===== src/rtl/mouse_select_ctrl_pkg.sv =====
// -----------------------------------------------------------------------------
// mouse_select_ctrl_pkg
// Shared definitions for the mouse selection controller:
//   - sel_state_e : controller state encoding (IDLE=0, SELECTED=1, ISSUE=2)
//   - GRID_W/GRID_H : playable grid size in blocks
//   - NO_BLOCK_Y : row code the mouse interface reports when no block is hit
//   - in_grid() : true when a block coordinate lies on the playable grid
// -----------------------------------------------------------------------------
package mouse_select_ctrl_pkg;

  typedef enum logic [1:0] {
    ST_IDLE     = 2'd0,
    ST_SELECTED = 2'd1,
    ST_ISSUE    = 2'd2
  } sel_state_e;

  localparam logic [4:0] GRID_W     = 5'd18;
  localparam logic [3:0] GRID_H     = 4'd8;
  localparam logic [3:0] NO_BLOCK_Y = 4'd8;

  // Row is zero-extended so the compare against GRID_H is done at 4 bits.
  function automatic logic in_grid(input logic [4:0] x, input logic [2:0] y);
    return (x < GRID_W) && ({1'b0, y} < GRID_H);
  endfunction

endpackage


===== src/rtl/mouse_select_ctrl_if.sv =====
// -----------------------------------------------------------------------------
// mouse_select_ctrl_if
// Bundles the mouse inputs, the move handshake and the selection outputs of
// mouse_select_ctrl.
//   master : drives the mouse/turn/ready inputs, observes the outputs
//   slave  : the controller itself
// -----------------------------------------------------------------------------
interface mouse_select_ctrl_if;

  logic       l_click;
  logic       mouse_inblock;
  logic [4:0] mouse_block_x;
  logic [2:0] mouse_block_y;
  logic       my_turn;
  logic       move_ready;

  logic       sel_valid;
  logic [4:0] sel_x;
  logic [2:0] sel_y;
  logic       move_valid;
  logic [4:0] src_x;
  logic [2:0] src_y;
  logic [4:0] dst_x;
  logic [2:0] dst_y;
  logic       cancel_pulse;

  modport master (
    output l_click, mouse_inblock, mouse_block_x, mouse_block_y, my_turn, move_ready,
    input  sel_valid, sel_x, sel_y, move_valid, src_x, src_y, dst_x, dst_y, cancel_pulse
  );

  modport slave (
    input  l_click, mouse_inblock, mouse_block_x, mouse_block_y, my_turn, move_ready,
    output sel_valid, sel_x, sel_y, move_valid, src_x, src_y, dst_x, dst_y, cancel_pulse
  );

endinterface


===== src/rtl/mouse_select_ctrl_select_timeout_cnt.sv =====
// -----------------------------------------------------------------------------
// select_timeout_cnt
// Saturating idle counter for an open selection.
//   clk : system clock
//   clr : synchronous clear (has priority over en)
//   en  : count one idle cycle
//   hit : counter sits at TIMEOUT-1
// The counter stops at TIMEOUT-1, so a missed clear can never wrap it back
// into a fresh timeout window.
// -----------------------------------------------------------------------------
module select_timeout_cnt #(
  parameter int unsigned TIMEOUT = 500_000_000
) (
  input  logic clk,
  input  logic clr,
  input  logic en,
  output logic hit
);

  localparam int unsigned   CW   = (TIMEOUT > 32'd1) ? $clog2(TIMEOUT) : 1;
  localparam logic [CW-1:0] LAST = CW'(TIMEOUT - 32'd1);

  logic [CW-1:0] cnt_r;

  // Idle counter: clear, saturating increment, otherwise hold.
  always_ff @(posedge clk) begin
    if (clr) begin
      cnt_r <= '0;
    end else if (en && (cnt_r != LAST)) begin
      cnt_r <= cnt_r + CW'(1'b1);
    end else begin
      cnt_r <= cnt_r;
    end
  end

  assign hit = (cnt_r == LAST);

endmodule


===== src/rtl/mouse_select_ctrl.sv =====
// -----------------------------------------------------------------------------
// mouse_select_ctrl
// Turns pairs of valid left clicks into tile move requests.
//   clk            : system clock
//   rst            : local reset, synchronous active-high
//   interboard_rst : reset from the peer board, ORed with rst
//   bus (slave)    : mouse inputs, my_turn, move handshake, selection outputs
// First click selects a source block (sel_*), second click on another block
// issues src/dst on a valid/ready handshake. Dropped selections (turn lost,
// click off the grid, re-click on the source, idle timeout) emit one
// cancel_pulse. All outputs are registered.
// -----------------------------------------------------------------------------
module mouse_select_ctrl
  import mouse_select_ctrl_pkg::*;
#(
  parameter int unsigned TIMEOUT = 500_000_000
) (
  input  logic             clk,
  input  logic             rst,
  input  logic             interboard_rst,
  mouse_select_ctrl_if.slave bus
);

  sel_state_e state_r, state_s;
  logic       sel_valid_r, sel_valid_s;
  logic [4:0] sel_x_r, sel_x_s;
  logic [2:0] sel_y_r, sel_y_s;
  logic       move_valid_r, move_valid_s;
  logic [4:0] src_x_r, src_x_s, dst_x_r, dst_x_s;
  logic [2:0] src_y_r, src_y_s, dst_y_r, dst_y_s;
  logic       cancel_r, cancel_s;

  logic all_rst_s, vclick_s, same_blk_s, hit_s, cnt_clr_s, cnt_en_s;

  assign all_rst_s  = rst | interboard_rst;
  assign vclick_s   = bus.l_click & bus.mouse_inblock & bus.my_turn &
                      in_grid(bus.mouse_block_x, bus.mouse_block_y);
  assign same_blk_s = (bus.mouse_block_x == sel_x_r) && (bus.mouse_block_y == sel_y_r);

  select_timeout_cnt #(.TIMEOUT(TIMEOUT)) u_timeout (
    .clk (clk),
    .clr (all_rst_s | cnt_clr_s),
    .en  (cnt_en_s),
    .hit (hit_s)
  );

  // Next-state and next-output logic; everything holds unless a rule fires.
  always_comb begin
    state_s      = state_r;
    sel_valid_s  = sel_valid_r;
    sel_x_s      = sel_x_r;
    sel_y_s      = sel_y_r;
    move_valid_s = move_valid_r;
    src_x_s      = src_x_r;
    src_y_s      = src_y_r;
    dst_x_s      = dst_x_r;
    dst_y_s      = dst_y_r;
    cancel_s     = 1'b0;
    cnt_clr_s    = 1'b0;
    cnt_en_s     = 1'b0;
    case (state_r)
      ST_IDLE: begin
        if (vclick_s) begin
          sel_x_s     = bus.mouse_block_x;
          sel_y_s     = bus.mouse_block_y;
          sel_valid_s = 1'b1;
          cnt_clr_s   = 1'b1;
          state_s     = ST_SELECTED;
        end else begin
          state_s = ST_IDLE;
        end
      end
      ST_SELECTED: begin
        // Turn loss beats any click; a click beats the timeout.
        if (!bus.my_turn || (bus.l_click && !bus.mouse_inblock) || (vclick_s && same_blk_s)) begin
          sel_valid_s = 1'b0;
          cancel_s    = 1'b1;
          state_s     = ST_IDLE;
        end else if (vclick_s) begin
          src_x_s      = sel_x_r;
          src_y_s      = sel_y_r;
          dst_x_s      = bus.mouse_block_x;
          dst_y_s      = bus.mouse_block_y;
          move_valid_s = 1'b1;
          state_s      = ST_ISSUE;
        end else if (hit_s) begin
          sel_valid_s = 1'b0;
          cancel_s    = 1'b1;
          state_s     = ST_IDLE;
        end else begin
          cnt_en_s = 1'b1;
          state_s  = ST_SELECTED;
        end
      end
      ST_ISSUE: begin
        // Clicks and turn changes are ignored until the move is taken.
        if (move_valid_r && bus.move_ready) begin
          move_valid_s = 1'b0;
          sel_valid_s  = 1'b0;
          state_s      = ST_IDLE;
        end else begin
          state_s = ST_ISSUE;
        end
      end
      default: begin
        sel_valid_s  = 1'b0;
        move_valid_s = 1'b0;
        state_s      = ST_IDLE;
      end
    endcase
  end

  // State and output registers; reset overrides any pending handshake.
  always_ff @(posedge clk) begin
    if (all_rst_s) begin
      state_r      <= ST_IDLE;
      sel_valid_r  <= 1'b0;
      sel_x_r      <= 5'd0;
      sel_y_r      <= 3'd0;
      move_valid_r <= 1'b0;
      src_x_r      <= 5'd0;
      src_y_r      <= 3'd0;
      dst_x_r      <= 5'd0;
      dst_y_r      <= 3'd0;
      cancel_r     <= 1'b0;
    end else begin
      state_r      <= state_s;
      sel_valid_r  <= sel_valid_s;
      sel_x_r      <= sel_x_s;
      sel_y_r      <= sel_y_s;
      move_valid_r <= move_valid_s;
      src_x_r      <= src_x_s;
      src_y_r      <= src_y_s;
      dst_x_r      <= dst_x_s;
      dst_y_r      <= dst_y_s;
      cancel_r     <= cancel_s;
    end
  end

  assign bus.sel_valid    = sel_valid_r;
  assign bus.sel_x        = sel_x_r;
  assign bus.sel_y        = sel_y_r;
  assign bus.move_valid   = move_valid_r;
  assign bus.src_x        = src_x_r;
  assign bus.src_y        = src_y_r;
  assign bus.dst_x        = dst_x_r;
  assign bus.dst_y        = dst_y_r;
  assign bus.cancel_pulse = cancel_r;

endmodule


===== src/flat_wrapper.sv =====
// flat-port wrapper written by rule: the top's interface ports become plain ports
module mouse_select_ctrl_flat import mouse_select_ctrl_pkg::*;
#(
  parameter int unsigned TIMEOUT = 500_000_000
)
  (clk, rst, interboard_rst, bus_l_click, bus_mouse_inblock, bus_mouse_block_x, bus_mouse_block_y, bus_my_turn, bus_move_ready, bus_sel_valid, bus_sel_x, bus_sel_y, bus_move_valid, bus_src_x, bus_src_y, bus_dst_x, bus_dst_y, bus_cancel_pulse);
  mouse_select_ctrl_if bus_i ();
  input  logic clk;
  input  logic rst;
  input  logic interboard_rst;
  input wire logic [$bits(bus_i.l_click)-1:0] bus_l_click;
  input wire logic [$bits(bus_i.mouse_inblock)-1:0] bus_mouse_inblock;
  input wire logic [$bits(bus_i.mouse_block_x)-1:0] bus_mouse_block_x;
  input wire logic [$bits(bus_i.mouse_block_y)-1:0] bus_mouse_block_y;
  input wire logic [$bits(bus_i.my_turn)-1:0] bus_my_turn;
  input wire logic [$bits(bus_i.move_ready)-1:0] bus_move_ready;
  output wire logic [$bits(bus_i.sel_valid)-1:0] bus_sel_valid;
  output wire logic [$bits(bus_i.sel_x)-1:0] bus_sel_x;
  output wire logic [$bits(bus_i.sel_y)-1:0] bus_sel_y;
  output wire logic [$bits(bus_i.move_valid)-1:0] bus_move_valid;
  output wire logic [$bits(bus_i.src_x)-1:0] bus_src_x;
  output wire logic [$bits(bus_i.src_y)-1:0] bus_src_y;
  output wire logic [$bits(bus_i.dst_x)-1:0] bus_dst_x;
  output wire logic [$bits(bus_i.dst_y)-1:0] bus_dst_y;
  output wire logic [$bits(bus_i.cancel_pulse)-1:0] bus_cancel_pulse;
  assign bus_i.l_click = bus_l_click;
  assign bus_i.mouse_inblock = bus_mouse_inblock;
  assign bus_i.mouse_block_x = bus_mouse_block_x;
  assign bus_i.mouse_block_y = bus_mouse_block_y;
  assign bus_i.my_turn = bus_my_turn;
  assign bus_i.move_ready = bus_move_ready;
  assign bus_sel_valid = bus_i.sel_valid;
  assign bus_sel_x = bus_i.sel_x;
  assign bus_sel_y = bus_i.sel_y;
  assign bus_move_valid = bus_i.move_valid;
  assign bus_src_x = bus_i.src_x;
  assign bus_src_y = bus_i.src_y;
  assign bus_dst_x = bus_i.dst_x;
  assign bus_dst_y = bus_i.dst_y;
  assign bus_cancel_pulse = bus_i.cancel_pulse;
  mouse_select_ctrl #(.TIMEOUT(TIMEOUT)) u_core (.clk(clk), .rst(rst), .interboard_rst(interboard_rst), .bus(bus_i));
endmodule

===== config.mk =====
export PLATFORM = sky130hd
export DESIGN_NAME = mouse_select_ctrl_flat
export DESIGN_NICKNAME = d
export VERILOG_FILES = /design/src/rtl/mouse_select_ctrl_pkg.sv /design/src/rtl/mouse_select_ctrl_if.sv /design/src/rtl/mouse_select_ctrl_select_timeout_cnt.sv /design/src/rtl/mouse_select_ctrl.sv /design/src/flat_wrapper.sv
export SDC_FILE = /design/constraint.sdc
export NUM_CORES = 1
export LEC_CHECK = 0
export CAP_MARGIN = 5
export CORE_MARGIN = 10
export CORE_UTILIZATION = 54
export CTS_CLUSTER_DIAMETER = 150
export DETAILED_ROUTE_END_ITERATION = 8
export PLACE_DENSITY = 0.77
export SYNTH_ARGS = -nofsm -noshare
export SYNTH_HDL_FRONTEND = slang
export SYNTH_SLANG_ARGS = --single-unit
export TNS_END_PERCENT = 50

===== constraint.sdc =====
create_clock -name clk -period 2.5 [get_ports clk]
set_input_delay 0.625 -clock clk [delete_from_list [all_inputs] [get_ports clk]]
set_output_delay 0.625 -clock clk [all_outputs]
set_load 0.02 [all_outputs]

==> reports/summary.txt <==
peak supply drop: 0.420 mV
routability congestion estimate from global placement: 0.885
Antenna Cells: 0
clk_skew: 0.0102 ns
Reg2Reg Depth: 5
fmax: 433 MHz
Critical Path AT: 2.55 ns
minimum clock period: 2.31 ns
first-pass GRT wire length: 11.7 mm
final setup margin: 0.192 ns
# resized after CTS: 0
total gr overflow: 0
die area: 0.00841 mm²
nature of the critical path endpoint: flop
CTS Hold Bufs: 0
Worst path max stage delay: 0.55 ns
CTS tree: done
required time at the worst-slack endpoint: 2.75 ns
Final Hold Fails: 0
Row Count: 26
Hold Path Depth: 2
worst-path maximum fanout: 17
Yosys reg bits: 58
cell taking the most area after synthesis: dfxtp_1
H-Tree Depth: 3
critical path cell sequence: clkdlybuf4s50_1 > xor2_1 > nor4_1 > buf_4 > a21boi_2 > nand2_1 > a221oi_1
Ys Warns: 0
top cells by area, synth: dfxtp_1 (42%), xor2_1 (5.7%), a21oi_1 (5.6%), o21ai_0 (5.0%), nand3_1 (4.9%)
antenna violation net count after detailed routing: 0
Routed WL per cell: 15.6 µm
largest net degree at the start of global routing: 31
io pins: 42
Post-route DRC: 0
vias per cell: 5.69
max-slew violations: 0
most frequent cells in the layout: dfxtp_1 (58), clkdlybuf4s50_1 (41), a21oi_1 (31)
Worst path slowest cell: a21boi_2
1st-pass router iterations: 4
critical path class: in -> reg
most common cell after layout, fill and taps aside: dfxtp_1
Place WS: -0.173 ns
syn avg cell area: 8.54 µm²
Post-Synthesis Cell Area: 0.00278 mm²
final-report setup violation count: 0
Netlist cell types: 50
sequential-to-total area share from yosys stat: 0.418
Sink Count: 58
Die Y: 91.7 µm
max cap viols: 0
worst-margin pin slew: 0.705 ns
Worst setup SP type: primary input
via count: 2571
clock-pin slew on the worst setup and hold paths: 0.07 ns
floorplan core area: 0.00504 mm²
layout cells sized above 1: 0.110
Starting Density: 0.550
Clock Tree Buf Depth: 2
Clock Latency Late Sink: 0.33 ns
initial drt markers: 117
fin nets: 393
initial antenna violation count: 0
power per cell area: 568 mW/mm²
die span in x: 91.7 µm
Mapped Cells: 325
Post-CTS Setup Repair Bufs: 0
DP Wirelength: 5.12 mm
status: finished clean
Max-slew headroom: 0.527
Cells after DPL: 436
IO Port Bufs: 41
worst min path class: reg -> reg
vias in the first global route: 2497
P_leak: 1.28 nW
fin crit share: 0.923
final WL: 7.05 mm
Area Overhead vs Synth: 28.0%
Layout Cells excl Fill: 452
CTS Root Cell: clkbuf_8
Mapped Nets: 341
Yosys top cell area share: 0.418
RSZ-0062 raised after global routing: no
CTS buffer count: 9
Tot GR Track Use: 0.167
flip-flops by register name (all words and copies together), names as in the netlist:
signal,flops
u_core.u_timeout.cnt_r,29
u_core.bus.dst_x,5
u_core.bus.sel_x,5
u_core.bus.src_x,5
u_core.bus.dst_y,3
u_core.bus.sel_y,3
u_core.bus.src_y,3
u_core.state_r,2
u_core.bus.cancel_pulse,1
u_core.bus.move_valid,1
u_core.bus.sel_valid,1
Yosys cell counts (all sizes together):
| cell | count |
|---|---|
| buf | 9 |
| o21ai | 32 |
| or4b | 1 |
| mux2i | 8 |
| o211ai | 3 |
| o31ai | 2 |
| a221oi | 1 |
| nor4 | 6 |
| clkbuf | 6 |
| nand2 | 22 |
| nor3 | 1 |
| nand4 | 14 |
| nor2 | 25 |
| o311a | 2 |
| nor2b | 1 |
| o41ai | 1 |
| nor4bb | 1 |
| and4b | 1 |
| nand2b | 3 |
| xor2 | 18 |
| nand3b | 3 |
| and3 | 8 |
| o2111a | 1 |
| ha | 1 |
| xnor2 | 2 |
| or4 | 3 |
| inv | 5 |
| a21boi | 1 |
| a2bb2oi | 1 |
| dfxtp | 58 |
| or3 | 12 |
| or2 | 1 |
| nand3 | 28 |
| nor4b | 2 |
| o2111ai | 1 |
| o31a | 1 |
| and2 | 4 |
| and3b | 1 |
| a21bo | 1 |
| and4 | 3 |
| a21oi | 31 |
worst max-delay path, delay by kind of cell:
kind / cells / cell delay [ns]
xor gates and xnor gates: 1 / 0.23
and+or+nand+nor: 2 / 0.24
buffers and inverters: 2 / 0.65
AOI/OAI and AO/OA: 2 / 0.80
report_power, final:
part,leakage (nW),internal [W],switching [W],total (W)
sequential,0.467,0.000926,0.00000205,0.000928
clock,0.119,0.000641,0.000356,0.000997
combinational,0.693,0.0000441,0.0000509,0.0000950
total,1.28,0.00161,0.000409,0.00202
layout make-up:
class / count / area (µm²)
multi-input cells: 247 / 1530
flip-flops and latches: 58 / 1160
repair buffers: 56 / 523
inverters: 5 / 18.8
well taps: 70 / 87.6
fillers: 400 / 1490
clock inverters: 4 / 72.6
clock buffers: 12 / 165
cells by family after synthesis:
kind of cell    Yosys count  synth area share
simple gates            140             0.288
xor+xnor                 20            0.0631
flops                    58             0.418
buf+inv                  20            0.0320
compound gates           78             0.165
mux                       8            0.0289
fa+ha+maj                 1           0.00451
routing by layer:
layer,GRT usage,wire length (µm)
met5,0,0
met4,0.0656,58
met3,0.0513,402
met2,0.282,3430
met1,0.194,3160
path summary, 6_finish.rpt:
check                                              start                               end  slack, ns
setup / recovery                    bus_mouse_block_y[0]      u_core.state_r[1]$_SDFF_PP0_       0.19
hold / removal          u_core.bus.src_x[2]$_SDFFE_PP0P_  u_core.bus.src_x[2]$_SDFFE_PP0P_       0.47
setup reg to reg  u_core.u_timeout.cnt_r[8]$_SDFFE_PP0P_      u_core.state_r[0]$_SDFF_PP0_       0.49
hold reg to reg         u_core.bus.src_x[2]$_SDFFE_PP0P_  u_core.bus.src_x[2]$_SDFFE_PP0P_       0.47
per-stage QoR:
stage	instance area [µm²]	hold slack [ns]	util	setup TNS, ns	total power [W]
2_1_floorplan	2780	0.454	-	0	0.000990
3_3_place_gp	3320	0.462	0.658	-0.181	0.00104
3_5_place_dp	3320	0.469	0.658	-0.793	0.00104
4_1_cts	3550	0.478	0.705	0	0.00204
5_1_grt	3550	0.504	0.705	0	0.00208
6_report	3550	0.472	0.705	0	0.00202
Note: power is estimated with default switching activity, not from simulation.
